$ cat config.mk
export PLATFORM = sky130hd
export DESIGN_NAME = data_memory_responder
export DESIGN_NICKNAME = d
export VERILOG_FILES = /design/src/rtl/data_memory_responder.sv
export SDC_FILE = /design/constraint.sdc
export NUM_CORES = 2
export LEC_CHECK = 0
export CORE_MARGIN = 5
export CORE_UTILIZATION = 35
export CTS_BUF_LIST = sky130_fd_sc_hd__clkbuf_4 sky130_fd_sc_hd__clkbuf_8
export DETAILED_ROUTE_END_ITERATION = 12
export DONT_BUFFER_PORTS = 1
export PLACE_DENSITY_LB_ADDON = 0.1
export SLEW_MARGIN = 20
export SYNTH_ARGS = -nofsm -noshare
export SYNTH_HDL_FRONTEND = slang
export SYNTH_SLANG_ARGS = --single-unit
$ cat constraint.sdc
create_clock -name CLK -period 2.3 [get_ports CLK]
set_clock_uncertainty 0.15 [all_clocks]
set_input_delay 0.46 -clock CLK [delete_from_list [all_inputs] [get_ports CLK]]
set_output_delay 0.46 -clock CLK [all_outputs]
set_load 0.03 [all_outputs]
$ cat src/rtl/data_memory_responder.sv
// Doubleword data memory with a fixed-latency IDLE/WAIT/RESP handshake toward the core.
// Optional macro DMEM_ALIGN_CHECK_EN flags misaligned requests on Mem_error instead of performing them.
module data_memory_responder #(
  parameter int DEPTH       = 32,
  parameter int WAIT_STATES = 2
) (
  input  logic        CLK,
  input  logic        RESET_N,
  input  logic        MemRead_control,
  input  logic        MemWrite_control,
  input  logic [63:0] Address,
  input  logic [63:0] Write_data,
  output logic [63:0] Read_data,
  output logic        Mem_ready,
  output logic        Mem_busy,
  output logic        Mem_error
);

  localparam int AW = $clog2(DEPTH);
  localparam logic [3:0] CNT_INIT = (WAIT_STATES > 0) ? 4'(WAIT_STATES - 1) : 4'd0;

  typedef enum logic [1:0] {IDLE, WAIT, RESP} state_t;

  state_t        state, state_nxt;
  logic [3:0]    cnt, cnt_nxt;
  logic          accept, commit;
  logic          cap_write, cap_mis, err_q;
  logic [AW-1:0] cap_idx;
  logic [63:0]   cap_wdata;
  logic          live_mis;
  logic [AW-1:0] live_idx;
  logic          op_write, op_mis;
  logic [AW-1:0] op_idx;
  logic [63:0]   op_wdata;
  logic [63:0]   mem [DEPTH];
  logic          unused_addr;

  assign live_idx    = Address[AW+2:3];
  assign unused_addr = ^{Address[63:AW+3], Address[2:0]};

`ifdef DMEM_ALIGN_CHECK_EN
  assign live_mis = |Address[2:0];
`else
  assign live_mis = 1'b0;
`endif

  assign accept = (state == IDLE) && (MemRead_control ^ MemWrite_control);

  // With zero wait states the commit happens on the accept edge, so use live operands there.
  assign op_write = (state == IDLE) ? MemWrite_control : cap_write;
  assign op_idx   = (state == IDLE) ? live_idx        : cap_idx;
  assign op_wdata = (state == IDLE) ? Write_data      : cap_wdata;
  assign op_mis   = (state == IDLE) ? live_mis        : cap_mis;

  always_comb begin
    state_nxt = state;
    cnt_nxt   = cnt;
    commit    = 1'b0;
    case (state)
      IDLE: begin
        if (accept) begin
          if (WAIT_STATES > 0) begin
            state_nxt = WAIT;
            cnt_nxt   = CNT_INIT;
          end else begin
            state_nxt = RESP;
            commit    = 1'b1;
          end
        end
      end
      WAIT: begin
        if (cnt == 4'd0) begin
          state_nxt = RESP;
          commit    = 1'b1;
        end else begin
          cnt_nxt = cnt - 4'd1;
        end
      end
      RESP:    state_nxt = IDLE;
      default: state_nxt = IDLE;
    endcase
  end

  always_ff @(posedge CLK or negedge RESET_N) begin
    if (!RESET_N) begin
      state     <= IDLE;
      cnt       <= 4'd0;
      cap_write <= 1'b0;
      cap_mis   <= 1'b0;
      cap_idx   <= '0;
      cap_wdata <= '0;
      err_q     <= 1'b0;
      Read_data <= '0;
    end else begin
      state <= state_nxt;
      cnt   <= cnt_nxt;
      if (accept) begin
        cap_write <= MemWrite_control;
        cap_mis   <= live_mis;
        cap_idx   <= live_idx;
        cap_wdata <= Write_data;
      end
      if (commit) begin
        err_q <= op_mis;
        if (!op_write && !op_mis) Read_data <= mem[op_idx];
      end
    end
  end

  always_ff @(posedge CLK or negedge RESET_N) begin
    if (!RESET_N) begin
      for (int i = 0; i < DEPTH; i++) mem[i] <= '0;
    end else if (commit && op_write && !op_mis) begin
      mem[op_idx] <= op_wdata;
    end
  end

  assign Mem_busy  = (state != IDLE);
  assign Mem_ready = (state == RESP);
  assign Mem_error = (state == RESP) && err_q;

endmodule

==> flow_metrics.tcl <==
set metrics [dict create \
    outcome "complete, but fails checks" \
    violations "negative hold slack, negative setup slack" \
    grt_max_degree 225 \
    first_global_vias 73700 \
    clock.fmax_mhz 352 \
    reg2regPathDepth 11 \
    async_flop_share_pct 100 \
    max_cap_violations 0 \
    dp_hpwl_mm 210 \
    rsz0062_at_grt "true" \
    die_x_um 522 \
    required_ns 3.02 \
    die_area_um2 272000 \
    ys_warn_count 0 \
    cp-end-kind "flop" \
    vdd_ir_drop_max_v 0.00105 \
    final-hold-violation-count 731 \
    power_uw 167000 \
    power_leakage_uw 0.0517 \
    avgSynthCellArea_um2 9.81 \
    start_kind "flop" \
    netlist_area_um2 91600 \
    arrival_ns 3.56 \
    port_buffers 0 \
    min_path_type "primary input to async pin" \
    viasPerCell 5.46 \
    whs_ns -0.991 \
    synthCells 9339 \
    yosysSeqAreaShare_pct 59.8 \
    detail-route-antenna-nets 0 \
    antenna_found_initial 6 \
    fp.dieH_um 522 \
    core_area_um2 260000 \
    preCtsSetupSlack_ns -1.95 \
    drt_pre_antenna_iters 5 \
    synth_edf_count 0 \
    htree_levels 5 \
    vias 75100 \
    synth_cell_types 44 \
    crit_type "flop to flop" \
    clockRootBuffer "clkbuf_8" \
    drv_slew 0 \
    setup_ws_ns -0.539 \
    drt_wl_total_mm 361 \
    synth-main-ff-cell "dfrtp_1" \
    cts_tree "yes" \
    cp_max_fo 7 \
    layout-drive-gt1-share_pct 22.6 \
    cts_buffer_depth 4 \
    slew_headroom_pct 47.5 \
    setup_viol_count_final 2119 \
    grt_pass1_wl_mm 507 \
    grtUsageTotal_pct 24.8 \
    cts.sinks 2188 \
    worst_pin_slew_ns 0.787 \
    p_per_area_nw_per_um2 1400 \
    insertion_delay_ns 1.02 \
    area_growth_pct 30.0 \
    finalCritPeriodShare_pct 123 \
    nets 10100 \
    num_rows 187 \
    ys_ff_latch 2188 \
    fin_crit_ns 2.84 \
    routedWlPerCell_um 26.3 \
    mappedNetlistNets 9473 \
    start_util_pct 35.2 \
    drc_errors 0 \
    grt-ovfl-total 0 \
    drt-initial-drc-count 6063 \
    gp_congestion 0.782 \
    cts_made_buffers 400 \
    clk_pin_slew_worst_paths_ns 0.06 \
    cts_hold_buf 124 \
    io_pins 199 \
    fin_util_pct 45.8 \
]
## layout by cell type, fill, tap and decap left out, drive strengths merged, types with 2 or more instances in the layout
master and instances:
a21oi 2563, dfrtp 2188, o21a 3, nor4b 3
clkbuf 702, mux2i 66, or3 2, clkinvlp 7
diode 7, inv 9, or4 2, or4b 3
bufinv 6, ha 2, a31oi 68, nor3 96
or2 4, dlygate4sd3 123, bufbuf 10, nand2 6
clkinv 30, nor2 2187, buf 983, nor4 65
o21ai 7, mux2 67, a22oi 1024, nand2b 8
## cell usage after synthesis, types with 12 or more instances
master	number	area share, %
dfrtp_1	2188	60
buf_2	503	2.7
buf_6	12	0.15
buf_4	157	1.3
nor4_1	65	0.44
nor2_1	2186	9.0
a22oi_1	1024	8.4
nor3_1	85	0.46
mux2i_1	64	0.70
a21oi_1	2563	14
clkbuf_1	278	1.1
a31oi_1	68	0.46
mux2_2	67	0.82
## registers in the layout, indices dropped and copies added, names as in the netlist
name,flops
cap_wdata,64
cap_idx,5
state,2
mem,2048
cap_write,1
Read_data,64
cnt,4
## where the power goes
group / switching (uW) / total (uW) / internal [uW]
sequential: 9510 / 61600 / 52100
combinational: 38200 / 66000 / 27700
clock: 16800 / 39200 / 22400
total: 64600 / 167000 / 102000
## through the flow
step	setup TNS (ns)	instance area (um2)	std cells
finish	-639.57	119000	13700
global route	-882.64	119000	13700
CTS	-758.94	114000	13600
detailed placement	-1873.40	103000	12700
global placement	-2559.22	103000	12700
floorplan	-18.51	91800	9339
## worst max-delay path, stage by stage, from the launching register on
cell and delay, ns:
dfrtp_2 0.47, o211ai_1 0.33, o21ai_4 0.14, buf_12 0.17, buf_12 0.16, buf_16 0.17
buf_4 0.15, a22oi_2 0.18, a21oi_2 0.08, nor4_2 0.42, buf_4 0.18, a31oi_1 0.07
## path summary, 6_finish.rpt
check                                 to           start  slack (ns)
max                        Read_data[36]        state[1]       -0.54
min                        cap_wdata[30]         RESET_N       -0.99
max reg2reg                Read_data[36]        state[1]       -0.54
min reg2reg                     mem[493]        mem[493]        0.37
max in group asynchronous       mem[502]         RESET_N        0.08
min in group CLK           cap_wdata[32]  Write_data[32]        0.08
## layer usage
| layer | wire length [um] | track usage [%] | vias up | share of wire (%) |
|---|---|---|---|---|
| met5 | 0 | 0 | - | 0 |
| li1 | - | - | 34100 | - |
| met1 | 158000 | 34.3 | 38100 | 44 |
| met2 | 174000 | 40.9 | 2311 | 48 |
| met4 | 10300 | 6.55 | 0 | 2.9 |
| met3 | 19400 | 3.51 | 559 | 5.4 |
## layout make-up
| cell class | instances | area (um2) |
|---|---|---|
| clock buffers | 650 | 7960 |
| fillers | 24600 | 141000 |
| repair buffers | 1168 | 17000 |
| flip-flops and latches | 2188 | 54800 |
| clock inverters | 46 | 454 |
| multi-input cells | 6186 | 34500 |
| well taps | 3496 | 4370 |
| diodes | 7 | 17.5 |
| inverters | 6 | 30.0 |
## cell families (layout without fill, tap and decap cells)
kind of cell,Yosys count,count (layout),synth area share (%)
compound gates,3668,3668,23.0
simple gates,2379,2380,10.2
flops,2188,2188,59.8
buf+inv,967,1870,5.39
mux,132,133,1.55
fa+ha+maj,2,2,0.0273
xor+xnor,2,2,0.0191
other cells,1,8,0.00409
## repair_timing
action                                 in CTS  in global routing
endpoints found under the hold margin    3149                731
cloned                                     28                 58
resized for setup                         135                525
pin swaps                                  32                178
setup endpoints to repair                2687               2415
setup buffers                              46                113
Power figures use the tool's default switching activity.
